### src/rtl/uart_rx.sv
// uart_rx: 8N1 UART receiver with a first-word-fall-through RX FIFO and sticky error flags
module uart_rx #(
  parameter int ClockFrequency = 50_000_000,
  parameter int BaudRate       = 115_200,
  parameter int Depth          = 16
) (
  input  logic                       clk_i,
  input  logic                       rst_ni,
  input  logic                       uart_rx_i,
  output logic [7:0]                 rx_rdata_o,
  output logic                       rx_rvalid_o,
  input  logic                       rx_rready_i,
  output logic [$clog2(Depth+1)-1:0] rx_depth_o,
  output logic                       frame_err_o,
  output logic                       overflow_o,
  input  logic                       err_clr_i
);
  localparam int ClocksPerBaud = ClockFrequency / BaudRate;
  localparam int HalfBaud      = ClocksPerBaud / 2;
  localparam int CntW          = $clog2(ClocksPerBaud);
  localparam int PtrW          = $clog2(Depth);
  localparam int DepthW        = $clog2(Depth + 1);
  localparam logic [1:0] IDLE  = 2'd0;
  localparam logic [1:0] START = 2'd1;
  localparam logic [1:0] DATA  = 2'd2;
  localparam logic [1:0] STOP  = 2'd3;
  logic            rx_q1, rx_s, rx_prev;
  logic [1:0]      state;
  logic [CntW-1:0] baud_cnt;
  logic [2:0]      bit_cnt;
  logic [7:0]      shift;
  logic [7:0]      mem [Depth];
  logic [PtrW-1:0] wr_ptr, rd_ptr;
  logic [DepthW-1:0] count;
  logic half_hit, full_hit, stop_done, full, pop, push, ovf_set, ferr_set;
  always_ff @(posedge clk_i or negedge rst_ni) begin
    if (!rst_ni) begin
      rx_q1   <= 1'b1;
      rx_s    <= 1'b1;
      rx_prev <= 1'b1;
    end else begin
      rx_q1   <= uart_rx_i;
      rx_s    <= rx_q1;
      rx_prev <= rx_s;
    end
  end
  assign half_hit  = baud_cnt == CntW'(HalfBaud - 1);
  assign full_hit  = baud_cnt == CntW'(ClocksPerBaud - 1);
  assign stop_done = (state == STOP) & full_hit;
  always_ff @(posedge clk_i or negedge rst_ni) begin
    if (!rst_ni) begin
      state    <= IDLE;
      baud_cnt <= '0;
      bit_cnt  <= '0;
      shift    <= '0;
    end else begin
      case (state)
        IDLE: begin
          baud_cnt <= '0;
          if (rx_prev & ~rx_s) state <= START;
        end
        START: begin
          baud_cnt <= half_hit ? '0 : baud_cnt + CntW'(1);
          bit_cnt  <= '0;
          if (half_hit) state <= rx_s ? IDLE : DATA;
        end
        DATA: begin
          baud_cnt <= full_hit ? '0 : baud_cnt + CntW'(1);
          if (full_hit) begin
            shift   <= {rx_s, shift[7:1]};
            bit_cnt <= bit_cnt + 3'd1;
            if (bit_cnt == 3'd7) state <= STOP;
          end
        end
        default: begin
          baud_cnt <= full_hit ? '0 : baud_cnt + CntW'(1);
          if (full_hit) state <= IDLE;
        end
      endcase
    end
  end
  assign full     = count == DepthW'(Depth);
  assign pop      = rx_rvalid_o & rx_rready_i;
  assign push     = stop_done & rx_s & (~full | pop);
  assign ovf_set  = stop_done & rx_s & full & ~pop;
  assign ferr_set = stop_done & ~rx_s;
  always_ff @(posedge clk_i) begin
    if (push) mem[wr_ptr] <= shift;
  end
  always_ff @(posedge clk_i or negedge rst_ni) begin
    if (!rst_ni) begin
      wr_ptr      <= '0;
      rd_ptr      <= '0;
      count       <= '0;
      frame_err_o <= 1'b0;
      overflow_o  <= 1'b0;
    end else begin
      if (push) wr_ptr <= wr_ptr + PtrW'(1);
      if (pop) rd_ptr <= rd_ptr + PtrW'(1);
      count       <= (push & ~pop) ? count + DepthW'(1) : (pop & ~push) ? count - DepthW'(1) : count;
      frame_err_o <= ferr_set | (frame_err_o & ~err_clr_i);
      overflow_o  <= ovf_set | (overflow_o & ~err_clr_i);
    end
  end
  assign rx_rvalid_o = count != '0;
  assign rx_rdata_o  = rx_rvalid_o ? mem[rd_ptr] : 8'h00;
  assign rx_depth_o  = count;
endmodule
### config.mk
export PLATFORM = sky130hd
export DESIGN_NAME = uart_rx
export DESIGN_NICKNAME = d
export VERILOG_FILES = /design/src/rtl/uart_rx.sv
export SDC_FILE = /design/constraint.sdc
export NUM_CORES = 1
export LEC_CHECK = 0
export CAP_MARGIN = 20
export CORE_UTILIZATION = 68
export CTS_CLUSTER_DIAMETER = 40
export DETAILED_ROUTE_END_ITERATION = 7
export DONT_BUFFER_PORTS = 1
export PLACE_DENSITY = 0.84
export SYNTH_ARGS = -nofsm -noshare
export SYNTH_HDL_FRONTEND = slang
export SYNTH_SLANG_ARGS = --single-unit
### constraint.sdc
create_clock -name clk_i -period 5.35 [get_ports clk_i]
set_clock_uncertainty 0.15 [all_clocks]
set_input_delay 0.2675 -clock clk_i [delete_from_list [all_inputs] [get_ports clk_i]]
set_output_delay 0.2675 -clock clk_i [all_outputs]
set_load 0.05 [all_outputs]
==> results of run 1 <==
==> metal layers <==
metal	up-vias	global-route usage (%)
li1	1617	-
met1	1895	36.4
met2	151	48.9
met3	18	5.14
met4	0	9.80
met5	-	0
==> report_power, final <==
| group | switching (uW) | leakage, uW | internal, uW |
|---|---|---|---|
| registers | 217 | 0.00201 | 1440 |
| clock network | 543 | 0.000297 | 688 |
| logic | 401 | 0.000888 | 257 |
==> layout make-up <==
type                       count  area (um2)
tap                          136         170
inverter                      14        52.6
timing repair buffer           8        82.6
sequential                   168        4850
clock inverter                15         183
multi-input combinational    207        2100
fill                         535        2380
clock buffer                  17         414
==> registers in the layout, summed over array words and instances, names as in the netlist <==
register / cells
bit_cnt: 3
rx_depth_o: 5
overflow_o: 1
frame_err_o: 1
rx_prev: 1
state: 2
baud_cnt: 9
shift: 8
rd_ptr: 4
rx_q1: 1
wr_ptr: 4
mem: 128
rx_s: 1
==> worst max-delay path by stage <==
| stage | to | cells past startpoint |
|---|---|---|
| 2_1_floorplan | rx_depth_o[4] | 11 |
| 3_3_place_gp | rx_depth_o[4] | 10 |
| 3_5_place_dp | rx_depth_o[4] | 10 |
| 4_1_cts | rx_rdata_o[3] | 4 |
| 5_1_grt | rx_depth_o[4] | 10 |
| 6_report | rx_depth_o[4] | 10 |
==> cells in the mapped netlist, types with 8 or more instances <==
cell and number:
ha_1 15, dfrtp_1 37, nand2_1 9, inv_1 14
o21ai_0 10, edfxtp_1 128, and2_1 12, nor2_1 15
mux4_2 23, mux2i_1 8, nand3_1 9, mux4_1 9
a21oi_1 12, mux2_2 20, xnor2_1 11
==> critical path: cells and delay by family, from the launching register on <==
kind,cells,cell delay (ns)
compound gates,3,0.62
buf+inv,1,0.15
flops,1,0.60
simple gates,4,1.50
fa+ha+maj,2,0.61
==> stage by stage <==
stage / setup WS [ns] / hold slack (ns)
after floorplan: 2.38 / -0.178
after global placement: 1.87 / -0.177
after detailed placement: 1.65 / -0.177
after CTS: 1.55 / 0.0552
after global routing: 1.24 / 0.114
final: 1.55 / 0.0996
==> kinds of logic after synthesis <==
| family | Yosys count | share of synthesized area, % |
|---|---|---|
| buffers and inverters | 34 | 2.46 |
| XOR/XNOR | 16 | 1.97 |
| multiplexers | 60 | 14.9 |
| AND/OR/NAND/NOR | 75 | 6.39 |
| AO/OA/AOI/OAI | 40 | 3.39 |
| adder cells (fa/ha/maj) | 16 | 2.91 |
| flip-flops | 168 | 68.0 |
==> load_flow_metrics.sql, run 1 <==
INSERT INTO impl_metrics (metric_group, metric, value, unit) VALUES
('status', 'run_status', 'complete, no violations', ''),
('worst_setup_path', 'timing_worst_setup_path_type', 'register to register', ''),
('sta', 'hold_viol_final', '0', ''),
('min_path', 'min-delay-path-class', 'primary input to asynchronous set/reset pin', ''),
('layout', 'final_util', '76.8', '%'),
('synth', 'synthesis.instances', '409', ''),
('global_route', 'gr-total-overflow', '0', ''),
('detailed_routing', 'detailed_routing_iteration_count_for_the_pre_antenna_repair_pass', '5', ''),
('worst_setup_path', 'critPathArrivalTime', '4.01', 'ns'),
('worst_setup_path', 'dominant_cell_type_by_count_on_the_critical_path', 'ha_1', ''),
('clock_tree', 'cts.clk_slew.worst_paths', '0.07', 'ns'),
('detailed_routing', 'postRouteAntennaNets', '0', ''),
('worst_setup_path', 'worst_endpoint_required_time', '5.57', 'ns'),
('synth', 'netlist_top_cells_area', 'edfxtp_1 54%, dfrtp_1 13%, mux4_2 7.3%, mux4_1 3.3%, mux2_2 3.2%', ''),
('layout', 'final_design_area_no_fill', '0.00786', 'mm2'),
('floorplanning', 'io_pins', '21', ''),
('worst_setup_path', 'reg2reg_from', 'rx_depth_o[0]', ''),
('sta', 'timing.slew.headroom', '23.7', '%'),
('worst_setup_path', 'worstSetupStartpoint', 'rx_depth_o[0]', ''),
('power_and_ir_drop', 'p_total', '3550', 'uW'),
('clock_tree', 'holdBufCountCts', '5', ''),
('layout', 'final_layout_size_suffix_gt1_share', '20.3', '%'),
('floorplanning', 'die_h', '104', 'um'),
('worst_setup_path', 'worst_r2r_endpoint', 'rx_depth_o[4]', ''),
('clock_tree', 'cts-root-to-sink-buffers', '2', ''),
('clock_tree', 'h_tree_level_count', '4', ''),
('sta', 'measured_slew_at_the_worst_slew_check_pin', '1.15', 'ns'),
('sta', 'finalCriticalPeriod', '3.80', 'ns'),
('synth', 'synth_fp_nets', '430', ''),
('synth', 'yosys_warnings', '0', ''),
('place', 'post_dp_cell_area', '0.00720', 'mm2'),
('synth', 'synth-edff-count', '128', ''),
('clock_tree', 'cts_root_buffer', 'clkbuf_8', ''),
('place', 'global_placer_s_final_weighted_congestion', '0.797', ''),
('global_route', 'number_of_antenna_violations_at_the_first_check_in_global_routing', '0', ''),
('worst_setup_path', 'worstPathCellList', 'nor4_1, or2b_1, nand2_1, ha_1, inv_1, ha_1, nor2b_1, o21a_1, o21ai_0, o311ai_0', ''),
('layout', 'antenna_cells_inserted', '0', ''),
('power_and_ir_drop', 'power-per-cell-area', '451', 'mW/mm2'),
('detailed_routing', 'route.detailed.drc', '0', ''),
('sta', 'setup_repair_after_global_routing_missed_its_margin', 'false', ''),
('place', 'place.detailed.instances', '528', ''),
('detailed_routing', 'avgRoutedWirePerCell', '24.6', 'um'),
('detailed_routing', 'drt-total-wl', '13900', 'um'),
('worst_setup_path', 'worstSetupStartpointType', 'register', ''),
('global_route', 'grt_start_max_net_pins', '41', ''),
('synth', 'post_synth_instance_area', '0.00713', 'mm2'),
('detailed_routing', 'count_of_routing_violations_after_the_opening_detailed_route_iteration', '332', ''),
('sta', 'finalSetupViolCount', '0', ''),
('run', 'max-cap-violations', '0', ''),
('synth', 'synth_seq_cells', '168', ''),
('detailed_routing', 'maxUsedRoutingLayer', 'met4', ''),
('floorplanning', 'fp.dieArea', '0.0109', 'mm2'),
('clock_tree', 'worstSkewPairLatency', '0.52', 'ns'),
('clock_tree', 'post-cts-setup-buffer-count', '0', ''),
('synth', 'ys.flop_type', 'edfxtp_1', ''),
('layout', 'layout_commonest_cell', 'edfxtp_1', ''),
('detailed_routing', 'wl_met2', '7680', 'um'),
('synth', 'syn_avg_cell_area', '17.4', 'um2'),
('worst_setup_path', 'critPathMaxStageDelay', '0.61', 'ns'),
('synth', 'synth_top_area_share', '53.9', '%'),
('worst_setup_path', 'critical_path.slowest_cell', 'or2b_1', ''),
('sta', 'finalCritPeriodShare', '71.0', '%'),
('sta', 'max_clock_freq', '263', 'MHz'),
('global_route', 'first_global_vias', '3965', ''),
('place', 'placement.io_buffers', '0', ''),
('layout', 'layout.cells.most_common_list', '128 x edfxtp_1, 37 x dfrtp_1, 23 x mux4_2, 20 x mux2_2, 16 x clkbuf_16', ''),
('clock_tree', 'postCtsResizedCells', '0', ''),
('global_route', 'gr-usage-all-layers', '28.3', '%'),
('synth', 'synth_area_leader_cell', 'edfxtp_1', ''),
('clock_tree', 'clock_tree_from_tritoncts', 'built', ''),
('floorplanning', 'initial_utilization', '69.7', '%');
Power figures use the tool's default switching activity.
==> inputs of run 2 (changes only) <==
--- a/config.mk
+++ b/config.mk
@@ -6,11 +6,11 @@
 export NUM_CORES = 1
 export LEC_CHECK = 0
 export CAP_MARGIN = 20
-export CORE_UTILIZATION = 68
+export CORE_UTILIZATION = 57
 export CTS_CLUSTER_DIAMETER = 40
 export DETAILED_ROUTE_END_ITERATION = 7
 export DONT_BUFFER_PORTS = 1
-export PLACE_DENSITY = 0.84
+export PLACE_DENSITY = 0.75
 export SYNTH_ARGS = -nofsm -noshare
 export SYNTH_HDL_FRONTEND = slang
 export SYNTH_SLANG_ARGS = --single-unit
==> constraint.sdc (replaced) <==
create_clock -name clk_i -period 3.12 [get_ports clk_i]
set_clock_uncertainty 0.15 [all_clocks]
set_input_delay 0.156 -clock clk_i [delete_from_list [all_inputs] [get_ports clk_i]]
set_output_delay 0.156 -clock clk_i [all_outputs]
set_load 0.05 [all_outputs]
==> run 2 against run 1 <==
Compared with the run above: sequential power up 57%; total power up 72%; first-iteration DRC count down 47%; design area up 1.8%; flip-flop and latch count unchanged; sequential share of layout area down 1.1 points; cell count up 8.5%; non-clock buffer count up 16; maximum frequency up 32%; worst setup slack worse by 1.3 ns; register-to-register slack worse by 1.3 ns; core utilization down 11 points.
==> load_flow_metrics.sql, run 2 (same netlist as run 1, synthesis figures left out) <==
INSERT INTO impl_metrics (metric_group, metric, value, unit) VALUES
('sta', 'fin_setup_tns', '0', 'ns'),
('place', 'global_placer_s_final_weighted_congestion', '0.742', ''),
('detailed_routing', 'avgRoutedWirePerCell', '21.0', 'um'),
('sta', 'hold-worst-slack', '0.0481', 'ns'),
('global_route', 'first_global_vias', '3822', ''),
('global_route', 'first_pass_grt_wire_length', '20500', 'um'),
('sta', 'measured_slew_at_the_worst_slew_check_pin', '0.637', 'ns'),
('place', 'post_dp_cell_area', '0.00737', 'mm2'),
('sta', 'postLayoutSetupSlackWorst', '0.247', 'ns'),
('clock_tree', 'post-cts-setup-buffer-count', '0', ''),
('clock_tree', 'clock_tree_from_tritoncts', 'built', ''),
('status', 'run_status', 'complete, no violations', ''),
('layout', 'layout_commonest_cell', 'edfxtp_1', ''),
('clock_tree', 'cts-root-to-sink-buffers', '2', ''),
('layout', 'fillerInstances', '827', ''),
('min_path', 'min-delay-path-class', 'primary input to asynchronous set/reset pin', ''),
('global_route', 'gr-total-overflow', '0', ''),
('global_route', 'gr-usage-all-layers', '22.1', '%'),
('floorplanning', 'io_pins', '21', ''),
('place', 'place.detailed.hpwl', '7980', 'um'),
('worst_setup_path', 'worstSetupStartpointType', 'register', ''),
('worst_setup_path', 'worst-path-buf-inv', '2', ''),
('worst_setup_path', 'timing_worst_setup_path_type', 'register to register', ''),
('worst_setup_path', 'worst_endpoint_required_time', '3.24', 'ns'),
('clock_tree', 'clock_buffers_created_by_tritoncts', '17', ''),
('floorplanning', 'row_count', '40', ''),
('sta', 'finalCriticalPeriod', '2.87', 'ns'),
('global_route', 'grt_start_max_net_pins', '41', ''),
('run', 'max-cap-violations', '0', ''),
('layout', 'final_util', '66.0', '%'),
('power_and_ir_drop', 'power-per-cell-area', '761', 'mW/mm2'),
('sta', 'setup_repair_after_global_routing_missed_its_margin', 'false', ''),
('layout', 'layout.cells.most_common_list', '128 x edfxtp_1, 37 x dfrtp_1, 23 x mux4_2, 20 x mux2_2, 18 x buf_4', ''),
('worst_setup_path', 'critPathMaxStageDelay', '0.39', 'ns'),
('clock_tree', 'worstSkewPairLatency', '0.42', 'ns'),
('worst_setup_path', 'critical_path.slowest_cell', 'dfrtp_1', ''),
('clock_tree', 'cts_root_buffer', 'clkbuf_16', ''),
('worst_setup_path', 'worst_r2r_endpoint', 'rx_depth_o[4]', ''),
('sta', 'timing.slew.headroom', '57.5', '%'),
('layout', 'reg.largest.list', 'mem (128), baud_cnt (9), shift (8)', ''),
('clock_tree', 'cts.clk_slew.worst_paths', '0.06', 'ns'),
('worst_setup_path', 'worst_path_fanout_max', '6', ''),
('layout', 'final_design_area_no_fill', '0.00800', 'mm2'),
('detailed_routing', 'postRouteAntennaNets', '0', ''),
('worst_setup_path', 'worstPathCellList', 'inv_1, ha_1, and4_1, nand3_2, nor2_2, ha_2, inv_1, ha_1, nor2b_1, o21a_1, o2111ai_1, o311ai_0', ''),
('worst_setup_path', 'reg2reg_from', 'baud_cnt[1]', ''),
('layout', 'registers.top_by_ff_count', 'mem', ''),
('detailed_routing', 'route.detailed.drc', '0', ''),
('worst_setup_path', 'kind_of_cell_adding_the_most_delay_to_the_critical_path', 'simple AND/OR/NAND/NOR gates', ''),
('sta', 'timing_max_transition_violations_final', '0', ''),
('clock_tree', 'clock-sinks', '168', ''),
('worst_setup_path', 'r2r_cells', '12', ''),
('global_route', 'number_of_antenna_violations_at_the_first_check_in_global_routing', '0', ''),
('floorplanning', 'initial_utilization', '58.9', '%'),
('layout', 'largest_register_ffs', '128', ''),
('place', 'pre_cts_slack', '0.211', 'ns'),
('power_and_ir_drop', 'ir_drop', '0.553', 'mV'),
('worst_setup_path', 'critPathArrivalTime', '2.99', 'ns'),
('detailed_routing', 'detailed_routing_iteration_count_for_the_pre_antenna_repair_pass', '4', ''),
('detailed_routing', 'vias', '3587', ''),
('floorplanning', 'die_h', '114', 'um'),
('detailed_routing', 'count_of_routing_violations_after_the_opening_detailed_route_iteration', '175', ''),
('power_and_ir_drop', 'power.leakage', '0.00325', 'uW'),
('layout', 'areaGrowthSynthToFinish', '12.2', '%'),
('place', 'placement.io_buffers', '0', ''),
('worst_setup_path', 'end_kind', 'register', ''),
('sta', 'finalSetupViolCount', '0', ''),
('detailed_routing', 'post_drt_via_cell_ratio', '5.85', ''),
('sta', 'hold_viol_final', '0', ''),
('worst_setup_path', 'timing.reg2reg.setup_slack', '0.25', 'ns'),
('layout', 'nNetsFinal', '453', ''),
('floorplanning', 'coreArea', '0.0121', 'mm2'),
('detailed_routing', 'drt-total-wl', '12800', 'um'),
('clock_tree', 'h_tree_level_count', '4', ''),
('layout', 'final_layout_size_suffix_gt1_share', '22.2', '%'),
('floorplanning', 'fp.dieArea', '0.0130', 'mm2'),
('layout', 'antenna_cells_inserted', '0', ''),
('sta', 'max_clock_freq', '348', 'MHz'),
('sta', 'finalCritPeriodShare', '92.1', '%'),
('floorplanning', 'fp.dieW', '114', 'um');
==> run 2: worst max path at each step <==
stage | start | endpoint | slack [ns] | depth (start not counted)
6_report | baud_cnt[1] | rx_depth_o[4] | 0.25 | 12
5_1_grt | baud_cnt[1] | rx_depth_o[4] | 0.03 | 12
4_1_cts | baud_cnt[1] | rx_depth_o[4] | 0.19 | 12
3_5_place_dp | baud_cnt[1] | rx_depth_o[4] | 0.21 | 12
3_3_place_gp | baud_cnt[2] | rx_depth_o[4] | 0.36 | 10
2_1_floorplan | rx_depth_o[1] | rx_depth_o[4] | 0.15 | 11
==> run 2: per-layer routing <==
| layer | routed length [um] | track usage, % | share of wire (%) |
|---|---|---|---|
| met5 | 0 | 0 | 0 |
| met3 | 538 | 5.05 | 4.2 |
| met1 | 5370 | 28.1 | 42 |
| met2 | 6760 | 37.3 | 53 |
| met4 | 171 | 9.09 | 1.3 |
==> run 2: timing repair <==
| action | 4_1_cts | 5_1_grt |
|---|---|---|
| endpoints found under the hold margin | 47 | 0 |
| gates resized for setup | 0 | 1 |
| endpoints found under the setup margin | 0 | 1 |
| hold buffers | 5 | 0 |
==> run 2: layout make-up <==
| class | count | area, um2 | area share (%) |
|---|---|---|---|
| Tap cell | 168 | 210 | 2.63 |
| Inverter | 14 | 52.6 | 0.657 |
| Multi-Input combinational cell | 207 | 2110 | 26.3 |
| Clock buffer | 19 | 433 | 5.41 |
| Clock inverter | 13 | 130 | 1.63 |
| Timing Repair Buffer | 24 | 215 | 2.69 |
| Sequential cell | 168 | 4850 | 60.6 |
==> run 2: power breakdown <==
group	internal (uW)	switching [uW]
logic	567	918
clock network	1170	821
registers	2480	133
total	4220	1870
==> run 2: worst reg2reg max path, delay by kind of cell (launching register included) <==
| kind | cells | cell delay [ns] |
|---|---|---|
| buffers and inverters | 2 | 0.19 |
| AO/OA/AOI/OAI | 3 | 0.58 |
| adder cells (fa/ha/maj) | 3 | 0.70 |
| AND/OR/NAND/NOR | 4 | 0.72 |
| flip-flops | 1 | 0.39 |
==> run 2: metrics by stage <==
step                cells  power (uW)
global route          613        6330
global placement      576        4100
finish                613        6090
CTS                   613        6130
floorplan             409        3820
detailed placement    576        4140
==> inputs of run 3 (changes only) <==
--- a/config.mk
+++ b/config.mk
@@ -10,7 +10,9 @@
 export CTS_CLUSTER_DIAMETER = 40
 export DETAILED_ROUTE_END_ITERATION = 7
 export DONT_BUFFER_PORTS = 1
+export GPL_TIMING_DRIVEN = 0
 export PLACE_DENSITY = 0.75
+export REMOVE_ABC_BUFFERS = 1
 export SYNTH_ARGS = -nofsm -noshare
 export SYNTH_HDL_FRONTEND = slang
 export SYNTH_SLANG_ARGS = --single-unit
==> run 3 against run 2 <==
Compared with the run above: total power shrank 2.1%; sequential share of layout area increased by 0.27 points; global-route usage grew 0.26 points; first-iteration DRC count grew 43%; critical endpoint unchanged; critical path depth down 2; register-to-register slack lost 0.10 ns; combinational power fell by 21%; core utilization shrank 0.15 points; critical path type unchanged; largest cell class unchanged; clock power fell by 6%.
==> load_flow_metrics.sql, run 3 (same netlist as run 1, synthesis figures left out) <==
INSERT INTO impl_metrics (metric_group, metric, value, unit) VALUES
('power_and_ir_drop', 'power.leakage', '0.00318', 'uW'),
('detailed_routing', 'route.detailed.drc', '0', ''),
('layout', 'areaGrowthSynthToFinish', '11.9', '%'),
('global_route', 'first_pass_grt_wire_length', '20600', 'um'),
('layout', 'nNetsFinal', '442', ''),
('run', 'max-cap-violations', '0', ''),
('sta', 'finalSetupViolCount', '0', ''),
('layout', 'fillerInstances', '809', ''),
('layout', 'layout.cells.most_common_list', '128 x edfxtp_1, 31 x dfrtp_1, 23 x mux4_2, 20 x mux2_2, 17 x clkbuf_16', ''),
('global_route', 'gr-usage-all-layers', '22.4', '%'),
('worst_setup_path', 'r2r_cells', '10', ''),
('power_and_ir_drop', 'ir_drop', '0.708', 'mV'),
('place', 'pre_cts_slack', '-0.509', 'ns'),
('clock_tree', 'clock-sinks', '168', ''),
('detailed_routing', 'avgRoutedWirePerCell', '21.5', 'um'),
('worst_setup_path', 'worst_endpoint_required_time', '3.26', 'ns'),
('worst_setup_path', 'worstSetupStartpointType', 'register', ''),
('layout', 'antenna_cells_inserted', '0', ''),
('floorplanning', 'fp.dieArea', '0.0130', 'mm2'),
('worst_setup_path', 'reg2reg_from', 'rx_depth_o[1]', ''),
('sta', 'timing_max_transition_violations_final', '0', ''),
('clock_tree', 'cts.clk_slew.worst_paths', '0.06', 'ns'),
('floorplanning', 'row_count', '40', ''),
('layout', 'multi_input_comb_area', '0.00218', 'mm2'),
('clock_tree', 'cts_root_buffer', 'clkbuf_16', ''),
('global_route', 'grt_start_max_net_pins', '41', ''),
('place', 'place.detailed.instances', '559', ''),
('layout', 'final_layout_size_suffix_gt1_share', '22.8', '%'),
('sta', 'finalCriticalPeriod', '2.98', 'ns'),
('worst_setup_path', 'critPathArrivalTime', '3.11', 'ns'),
('detailed_routing', 'count_of_routing_violations_after_the_opening_detailed_route_iteration', '250', ''),
('floorplanning', 'die_h', '114', 'um'),
('sta', 'timing.slew.headroom', '30.5', '%'),
('worst_setup_path', 'timing.reg2reg.setup_slack', '0.14', 'ns'),
('detailed_routing', 'post_drt_via_cell_ratio', '6.01', ''),
('worst_setup_path', 'worstSetupStartpoint', 'rx_depth_o[1]', ''),
('worst_setup_path', 'timing_worst_setup_path_type', 'register to register', ''),
('layout', 'layout_commonest_cell', 'edfxtp_1', ''),
('power_and_ir_drop', 'comb_power_share', '19.8', '%'),
('clock_tree', 'worstSkewPairLatency', '0.42', 'ns'),
('worst_setup_path', 'end_kind', 'register', ''),
('worst_setup_path', 'worst_r2r_endpoint', 'rx_depth_o[4]', ''),
('power_and_ir_drop', 'share_clk_of_total_power', '31.3', '%'),
('layout', 'final_design_area_no_fill', '0.00798', 'mm2'),
('global_route', 'gr-total-overflow', '0', ''),
('clock_tree', 'h_tree_level_count', '4', ''),
('global_route', 'first_global_vias', '3751', ''),
('floorplanning', 'initial_utilization', '58.9', '%'),
('place', 'post_dp_cell_area', '0.00727', 'mm2'),
('sta', 'max_clock_freq', '336', 'MHz'),
('sta', 'measured_slew_at_the_worst_slew_check_pin', '1.05', 'ns'),
('sta', 'hold_viol_final', '0', ''),
('place', 'place.detailed.hpwl', '7700', 'um'),
('detailed_routing', 'vias', '3616', ''),
('detailed_routing', 'postRouteAntennaNets', '0', ''),
('layout', 'registers.top_by_ff_count', 'mem', ''),
('place', 'placement.io_buffers', '0', ''),
('power_and_ir_drop', 'p_sw_share', '31.4', '%'),
('power_and_ir_drop', 'power-per-cell-area', '747', 'mW/mm2'),
('global_route', 'number_of_antenna_violations_at_the_first_check_in_global_routing', '0', ''),
('layout', 'reg.largest.list', 'mem (128), baud_cnt (9), shift (8)', ''),
('power_and_ir_drop', 'seq_power_share', '48.8', '%'),
('layout', 'layout.area.seq', '0.00486', 'mm2'),
('power_and_ir_drop', 'net_switching_power', '1870', 'uW'),
('sta', 'hold-worst-slack', '0.0631', 'ns'),
('layout', 'largest_register_ffs', '128', ''),
('detailed_routing', 'drt-total-wl', '12900', 'um'),
('worst_setup_path', 'worst_path_fanout_max', '7', ''),
('clock_tree', 'clock_buffers_created_by_tritoncts', '17', ''),
('status', 'run_status', 'complete, no violations', ''),
('clock_tree', 'cts-root-to-sink-buffers', '2', ''),
('detailed_routing', 'detailed_routing_iteration_count_for_the_pre_antenna_repair_pass', '5', ''),
('floorplanning', 'io_pins', '21', ''),
('sta', 'postLayoutSetupSlackWorst', '0.142', 'ns'),
('layout', 'final_util', '65.9', '%'),
('layout', 'final_cell_count_no_fill', '602', ''),
('power_and_ir_drop', 'internal_power', '4090', 'uW'),
('floorplanning', 'coreArea', '0.0121', 'mm2'),
('clock_tree', 'clock_tree_from_tritoncts', 'built', ''),
('sta', 'finalCritPeriodShare', '95.4', '%'),
('sta', 'setup_repair_after_global_routing_missed_its_margin', 'false', ''),
('min_path', 'min-delay-path-class', 'primary input to asynchronous set/reset pin', ''),
('place', 'global_placer_s_final_weighted_congestion', '0.789', ''),
('floorplanning', 'fp.dieW', '114', 'um');
-- run 3: cell types whose count changed in the layout (fill, tap and decap cells not counted), sizes merged --
cell and change:
bufinv -1, or2b +1, buf -13, clkinvlp -1
clkbuf +4, inv -1
-- run 3: layout make-up --
class	count	share of cell area, %
timing repair buffer	12	1.90
inverter	14	0.659
clock buffer	22	5.57
sequential	168	60.9
clock inverter	10	1.00
tap	168	2.63
multi-input combinational	208	27.3
-- run 3: metrics by stage --
stage	TNS [ns]	power, uW
CTS	0	5960
finish	0	5960
global placement	-3.91	3930
detailed placement	-0.857	4010
floorplan	-0.109	3710
global route	0	6210
-- run 3: power by group through the flow --
| stage | clock network [uW] | logic [uW] | registers, uW |
|---|---|---|---|
| 2_1_floorplan | 0 | 791 | 2920 |
| 4_1_cts | 1900 | 1150 | 2910 |
| 3_5_place_dp | 0 | 1090 | 2920 |
| 5_1_grt | 1990 | 1270 | 2940 |
| 3_3_place_gp | 0 | 874 | 3060 |
| 6_report | 1870 | 1180 | 2910 |
-- run 3: how the worst max path moves through the flow --
stage | end | slack [ns]
after detailed placement | rx_depth_o[4] | -0.51
after global routing | rx_depth_o[4] | 0.003
final | rx_depth_o[4] | 0.14
after global placement | rx_rdata_o[4] | -0.47
after floorplan | rx_depth_o[4] | -0.11
after CTS | rx_rdata_o[4] | 0.007
-- run 3: per-layer routing --
layer  wire length, um  GRT usage (%)  up-vias
met5                 0              0        -
met4               201           8.57        0
met3               753           5.69       16
met2              6620           36.6      125
met1              5350           29.3     1846
li1                  -              -     1629
-- run 3: what timing repair did --
action                                 CTS  global route
setup endpoints to repair               11             5
hold buffers                             5             0
pin swaps                                1             2
gates resized for setup                 11            10
endpoints found under the hold margin   47             0
cloned                                   1             0
setup buffers                            1             3
-- run 3: worst max-delay path: stages, from the launching register on --
cell and delay (ns):
dfrtp_2 0.54, nor4_4 0.34, or2b_4 0.41, nand2_4 0.13, ha_4 0.17, inv_1 0.10
ha_1 0.31, nor2b_1 0.16, o21a_1 0.20, o2111ai_1 0.21, o311ai_1 0.12
